===== config.mk =====
export PLATFORM = sky130hd
export DESIGN_NAME = reorder_buffer
export DESIGN_NICKNAME = d
export VERILOG_FILES = /design/src/rtl/reorder_buffer_pkg.sv /design/src/rtl/rob_operand_resolve.sv /design/src/rtl/reorder_buffer.sv
export SDC_FILE = /design/constraint.sdc
export NUM_CORES = 2
export LEC_CHECK = 0
export BUFFER_PORTS_ARGS = -buffer_cell sky130_fd_sc_hd__buf_2
export CAP_MARGIN = 20
export CORE_UTILIZATION = 50
export CTS_CLUSTER_SIZE = 40
export DETAILED_ROUTE_END_ITERATION = 16
export GPL_TIMING_DRIVEN = 0
export PLACE_DENSITY = 0.76
export SLEW_MARGIN = 20
export SYNTH_ARGS = -nofsm -noshare
export SYNTH_HDL_FRONTEND = slang
export SYNTH_SLANG_ARGS = --single-unit

===== constraint.sdc =====
create_clock -name clk -period 3.85 [get_ports clk]
set_input_delay 0.1925 -clock clk [delete_from_list [all_inputs] [get_ports clk]]
set_output_delay 0.1925 -clock clk [all_outputs]
set_load 0.03 [all_outputs]

===== src/rtl/reorder_buffer_pkg.sv =====
// Shared types and sizing for the reorder buffer: tag/index widths, entry layout,
// and the tag <-> index mapping (tag = index + 1, tag 0 means "value ready").
package reorder_buffer_pkg;

    localparam int ROB_ID_WIDTH = 3;
    localparam int REG_WIDTH    = 5;
    localparam int VAL_WIDTH    = 32;
    localparam int REG_SIZE     = 1 << REG_WIDTH;
    localparam int ROB_SIZE     = 1 << ROB_ID_WIDTH;
    localparam int TAG_WIDTH    = ROB_ID_WIDTH + 1;

    typedef logic [ROB_ID_WIDTH-1:0] idx_t;
    typedef logic [TAG_WIDTH-1:0]    tag_t;
    typedef logic [ROB_ID_WIDTH:0]   cnt_t;
    typedef logic [REG_WIDTH-1:0]    reg_t;
    typedef logic [VAL_WIDTH-1:0]    val_t;

    typedef struct packed {
        logic busy;
        logic ready;
        reg_t rd;
        logic is_br;
        val_t pc;
        val_t pred_pc;
        val_t val;
        val_t next_pc;
    } rob_entry_t;

    function automatic idx_t tag_to_idx(input tag_t tag);
        tag_t t;
        t = tag - tag_t'(1);
        return t[ROB_ID_WIDTH-1:0];
    endfunction

    function automatic tag_t idx_to_tag(input idx_t idx);
        return {1'b0, idx} + tag_t'(1);
    endfunction

endpackage


===== src/rtl/rob_operand_resolve.sv =====
// Resolves one source operand: RF value, finished ROB entry, or same-cycle CDB bypass,
// in that priority order; otherwise passes the pending rename tag through.
module rob_operand_resolve
    import reorder_buffer_pkg::*;
(
    input  val_t rf_val,
    input  tag_t rf_lab,
    input  logic entry_ready,
    input  val_t entry_val,
    input  logic cdb_en,
    input  tag_t cdb_tag,
    input  val_t cdb_val,
    output val_t val,
    output tag_t lab
);

    // NOTE: every always_comb output gets a default first so no path leaves it unassigned (no latch).
    always_comb begin
        val = rf_val;
        lab = rf_lab;
        if (rf_lab == '0) begin
            lab = '0;
        end else if (entry_ready) begin
            val = entry_val;
            lab = '0;
        end else if (cdb_en && cdb_tag == rf_lab) begin
            val = cdb_val;
            lab = '0;
        end
    end

endmodule


===== src/rtl/reorder_buffer.sv =====
// In-order retirement queue: allocates rename tags at issue, captures CDB results,
// resolves operands, commits one entry per cycle and flushes on a mispredicted branch.
module reorder_buffer
    import reorder_buffer_pkg::*;
(
    input  logic                    clk,
    input  logic                    rst_in,
    input  logic                    rdy_in,
    input  logic                    dec2rob_en,
    input  logic [REG_WIDTH-1:0]    dec2rob_rd,
    input  logic                    dec2rob_is_br,
    input  logic [VAL_WIDTH-1:0]    dec2rob_pc,
    input  logic [VAL_WIDTH-1:0]    dec2rob_pred_pc,
    input  logic [VAL_WIDTH-1:0]    rf2rob_val1,
    input  logic [VAL_WIDTH-1:0]    rf2rob_val2,
    input  logic [TAG_WIDTH-1:0]    rf2rob_lab1,
    input  logic [TAG_WIDTH-1:0]    rf2rob_lab2,
    input  logic                    cdb_en,
    input  logic [TAG_WIDTH-1:0]    cdb_tag,
    input  logic [VAL_WIDTH-1:0]    cdb_val,
    input  logic [VAL_WIDTH-1:0]    cdb_next_pc,
    output logic [TAG_WIDTH-1:0]    rob2rf_tag,
    output logic                    rob_full,
    output logic [VAL_WIDTH-1:0]    rob2rs_val1,
    output logic [VAL_WIDTH-1:0]    rob2rs_val2,
    output logic [TAG_WIDTH-1:0]    rob2rs_lab1,
    output logic [TAG_WIDTH-1:0]    rob2rs_lab2,
    output logic                    commit_en,
    output logic [REG_WIDTH-1:0]    rob2rf_commit_rd,
    output logic [VAL_WIDTH-1:0]    rob2rf_commit_res,
    output logic [TAG_WIDTH-1:0]    rob2rf_commit_lab,
    output logic                    flush,
    output logic [VAL_WIDTH-1:0]    redirect_pc
);

    rob_entry_t entries [ROB_SIZE];
    idx_t       head;
    idx_t       tail;
    cnt_t       count;
    logic       pending;
    val_t       pending_pc;

    logic do_issue;
    logic do_commit;
    logic mispredict;
    idx_t cdb_idx;
    idx_t idx1;
    idx_t idx2;

    // Full also covers recovery so the decoder stalls until the flush has landed.
    assign rob_full   = (count == cnt_t'(ROB_SIZE)) || pending || flush;
    assign rob2rf_tag = idx_to_tag(tail);
    assign do_issue   = dec2rob_en && !rob_full && rdy_in;
    assign do_commit  = entries[head].busy && entries[head].ready && !pending && !flush;
    assign mispredict = entries[head].is_br && (entries[head].next_pc != entries[head].pred_pc);
    assign cdb_idx    = tag_to_idx(cdb_tag);
    assign idx1       = tag_to_idx(rf2rob_lab1);
    assign idx2       = tag_to_idx(rf2rob_lab2);

    rob_operand_resolve u_resolve1 (
        .rf_val      (rf2rob_val1),
        .rf_lab      (rf2rob_lab1),
        .entry_ready (entries[idx1].ready),
        .entry_val   (entries[idx1].val),
        .cdb_en      (cdb_en),
        .cdb_tag     (cdb_tag),
        .cdb_val     (cdb_val),
        .val         (rob2rs_val1),
        .lab         (rob2rs_lab1)
    );

    rob_operand_resolve u_resolve2 (
        .rf_val      (rf2rob_val2),
        .rf_lab      (rf2rob_lab2),
        .entry_ready (entries[idx2].ready),
        .entry_val   (entries[idx2].val),
        .cdb_en      (cdb_en),
        .cdb_tag     (cdb_tag),
        .cdb_val     (cdb_val),
        .val         (rob2rs_val2),
        .lab         (rob2rs_lab2)
    );

    // NOTE: state updates use non-blocking assignments so every read sees pre-edge values.
    always_ff @(posedge clk) begin
        if (rst_in) begin
            head              <= '0;
            tail              <= '0;
            count             <= '0;
            pending           <= 1'b0;
            pending_pc        <= '0;
            commit_en         <= 1'b0;
            rob2rf_commit_rd  <= '0;
            rob2rf_commit_res <= '0;
            rob2rf_commit_lab <= '0;
            flush             <= 1'b0;
            redirect_pc       <= '0;
            // NOTE: the entry array is a small register file, not a RAM, so it is reset outright.
            for (int i = 0; i < ROB_SIZE; i++) begin
                entries[i] <= '0;
            end
        end else if (rdy_in) begin
            commit_en <= 1'b0;
            flush     <= 1'b0;
            if (pending) begin
                flush       <= 1'b1;
                redirect_pc <= pending_pc;
                pending     <= 1'b0;
                head        <= '0;
                tail        <= '0;
                count       <= '0;
                for (int i = 0; i < ROB_SIZE; i++) begin
                    entries[i].busy  <= 1'b0;
                    entries[i].ready <= 1'b0;
                end
            end else begin
                if (cdb_en && entries[cdb_idx].busy) begin
                    entries[cdb_idx].val     <= cdb_val;
                    entries[cdb_idx].next_pc <= cdb_next_pc;
                    entries[cdb_idx].ready   <= 1'b1;
                end
                if (do_commit) begin
                    entries[head].busy  <= 1'b0;
                    entries[head].ready <= 1'b0;
                    head                <= head + idx_t'(1);
                    commit_en           <= 1'b1;
                    rob2rf_commit_rd    <= entries[head].rd;
                    rob2rf_commit_res   <= entries[head].val;
                    rob2rf_commit_lab   <= idx_to_tag(head);
                    if (mispredict) begin
                        pending    <= 1'b1;
                        pending_pc <= entries[head].next_pc;
                    end
                end
                if (do_issue) begin
                    entries[tail].busy    <= 1'b1;
                    entries[tail].ready   <= 1'b0;
                    entries[tail].rd      <= dec2rob_rd;
                    entries[tail].is_br   <= dec2rob_is_br;
                    entries[tail].pc      <= dec2rob_pc;
                    entries[tail].pred_pc <= dec2rob_pred_pc;
                    tail                  <= tail + idx_t'(1);
                end
                count <= count + cnt_t'(do_issue) - cnt_t'(do_commit);
            end
        end
    end

endmodule


==> impl_metrics.tcl <==
set metrics [dict create \
    status "complete, but fails checks" \
    violations "negative setup slack" \
    synth_area_per_cell_sq_um 13.9 \
    worst_slack_ps -97.3 \
    fin_crit_sh_pct 103 \
    clock_path_buffers 3 \
    synth_edf_count 816 \
    max-cap-violations 0 \
    gp_congestion 0.965 \
    syn_area_sq_um 47400 \
    start_util_pct 50.6 \
    max_stage_delay_ps 1010 \
    worstMarginPinSlew_ps 1300 \
    peakVddDrop_v 0.000364 \
    ant_nets 0 \
    firstDrtPassIters 8 \
    clkLatencyLatePin_ps 700 \
    worst-path-max-fanout 10 \
    chipWidth_microns 310 \
    syn_to_final_growth_pct 17.5 \
    powerDensity_nw_per_um2 429 \
    critical_path_class "reg -> reg" \
    worstPathCellList "buf_2, buf_4, inv_2, buf_2, clkbuf_2, buf_1, mux2i_1, a211oi_1" \
    port_buffers 331 \
    io-pin-count 367 \
    synthDistinctLibCells 55 \
    grt_pass1_wl_microns 226000 \
    slew_headroom_pct 13.6 \
    fin_area_sq_um 55700 \
    fin_crit_ps 3950 \
    antenna_found_initial 12 \
    synth_seq_area_share_pct 57.5 \
    vias 34100 \
    grt_max_degree 40 \
    cp.required_ps 4440 \
    cts_root_buf "clkbuf_16" \
    grt_usage_pct 33.3 \
    cts.sinks 953 \
    htreeDepth 3 \
    hold_class "in -> reg" \
    postPlaceCellArea_sq_um 50900 \
    dp_hpwl_microns 107000 \
    final_cells 5325 \
    dpl.cell_count 5011 \
    crit_slowest_cell "buf_1" \
    finClkSkew_ps 28.4 \
    grt.overflow.total 0 \
    drtIter0Drc 5874 \
    drc_errors 0 \
    arrival_ps 4540 \
    p_leak_nw 20.5 \
    postSynth.asyncResetShare_pct 0 \
    placementRows 112 \
    cts_tree "built" \
    fin_setup_tns_ps -2270 \
    vias_per_cell 6.39 \
    fp.dieArea_sq_um 96000 \
    crit_family "buffers and inverters" \
    end_kind "flip-flop" \
    start_kind "flip-flop" \
    synth_ff_type "edfxtp_1" \
    cts.reportedPaths.clkPinSlew_ps 70 \
    rsz0062_at_grt "true" \
    ys_ff_latch 953 \
    layout_common_cells "and2_1, edfxtp_1, buf_2" \
    timing.final.max_slew_violations 0 \
    die_h_microns 310 \
    ys_warn_count 0 \
    path_buf_inv 6 \
    routed_wl_microns 161000 \
    nFillCells 7266 \
    synth_cells 3417 \
    max_clock_freq_ghz 0.253 \
    setup_violations 83 \
    fp.coreArea_sq_um 93600 \
    cts-buffers-inserted 100 \
    cp_common_cell "buf_2" \
    wl_per_cell_microns 30.3 \
    drive_above_1_share_pct 25.2 \
    syn_nets 3645 \
    final_common_cell "and2_1" \
    finalHoldViolations 0 \
    grt_pass1_vias 32200 \
    nets 4203 \
]
[final timing paths]
kind	slack (ps)	depth (start not counted)	from	endpoint
max	-100	8	flip-flop	rob2rf_commit_res[4]
min	110	4	rst_in	entries[6][134]
max reg2reg	-100	8	flip-flop	rob2rf_commit_res[4]
min reg2reg	450	2	redirect_pc[16]	redirect_pc[16]
[area by class of cell]
class / instances / area (sq um) / share of cell area, %
diodes: 12 / 30.0 / 0.0539
plain buffers: 253 / 1200 / 2.15
clock buffers: 129 / 2740 / 4.93
clock inverters: 57 / 623 / 1.12
inverters: 20 / 81.3 / 0.146
multi-input cells: 2197 / 19200 / 34.5
flip-flops and latches: 953 / 27200 / 48.9
well taps: 1254 / 1570 / 2.82
repair buffers: 450 / 2970 / 5.34
[synth_stat cells, drive strengths merged (24+ instances only)]
cell type,number,share of area (%)
nor3,24,0.25
and2,821,11
mux2,36,0.86
o21ai,40,0.42
mux2i,122,2.6
edfxtp,816,52
dfxtp,137,5.8
a211oi,63,1.2
nand2,187,1.5
clkbuf,189,1.5
a21oi,151,1.6
buf,66,0.77
nor2,145,1.2
nand3,43,0.45
xnor2,40,0.74
o22ai,42,0.55
xor2,54,1.0
mux4,318,15
[through the flow]
step                      hold slack [ps]  total power, W  worst slack, ps  utilization (%)
after floorplan                       359          0.0130              213                -
after global placement                442          0.0138            -1880             54.0
after detailed placement              445          0.0138            -1650             54.3
after CTS                            74.4          0.0238             1.21             59.3
after global routing                  117          0.0243             -170             59.4
final                                 114          0.0239            -97.3             59.5
[kinds of logic after synthesis]
family                   synth area share [%]
AND/OR/NAND/NOR                          15.0
flip-flops                               57.5
multiplexers                             18.6
AO/OA/AOI/OAI                            4.38
buffers and inverters                    2.42
XOR/XNOR                                 1.74
adder cells (fa/ha/maj)                 0.359
[layer usage]
metal	GRT usage [%]	vias to the layer above	wire [microns]
met5	0	-	97
met2	50.6	2847	73100
li1	-	13900	-
met3	8.42	555	21900
met1	44.0	16800	56600
met4	18.0	14	9730
[report_power, final]
| part | switching, W | leakage, nW | total, W | internal (W) |
|---|---|---|---|---|
| Clock | 0.00424 | 1.66 | 0.0101 | 0.00584 |
| Sequential | 0.000167 | 9.43 | 0.0117 | 0.0115 |
| Combinational | 0.00128 | 9.40 | 0.00209 | 0.000814 |
| Total | 0.00569 | 20.5 | 0.0239 | 0.0182 |
[flip-flops by register name (all words and copies together) (netlist names), named ones only]
name	cells
entries	832
pending_pc	32
redirect_pc	32
rob2rf_commit_res	32
rob2rf_commit_rd	5
count	4
rob2rf_commit_lab	4
head	3
tail	3
commit_en	1
flush	1
pending	1
[worst min-delay path: stages]
cell,delay [ps]
buf_2,160
or3_1,190
nor2_1,80
nor3_1,120
[timing repair]
action,in CTS,in global routing
hold endpoints to repair,811,0
endpoints found under the setup margin,581,747
setup buffers,1,3
cloned,7,1
pin swaps,3,1
hold buffers,105,0
resized for setup,73,40
(Power assumes the default switching activity.)
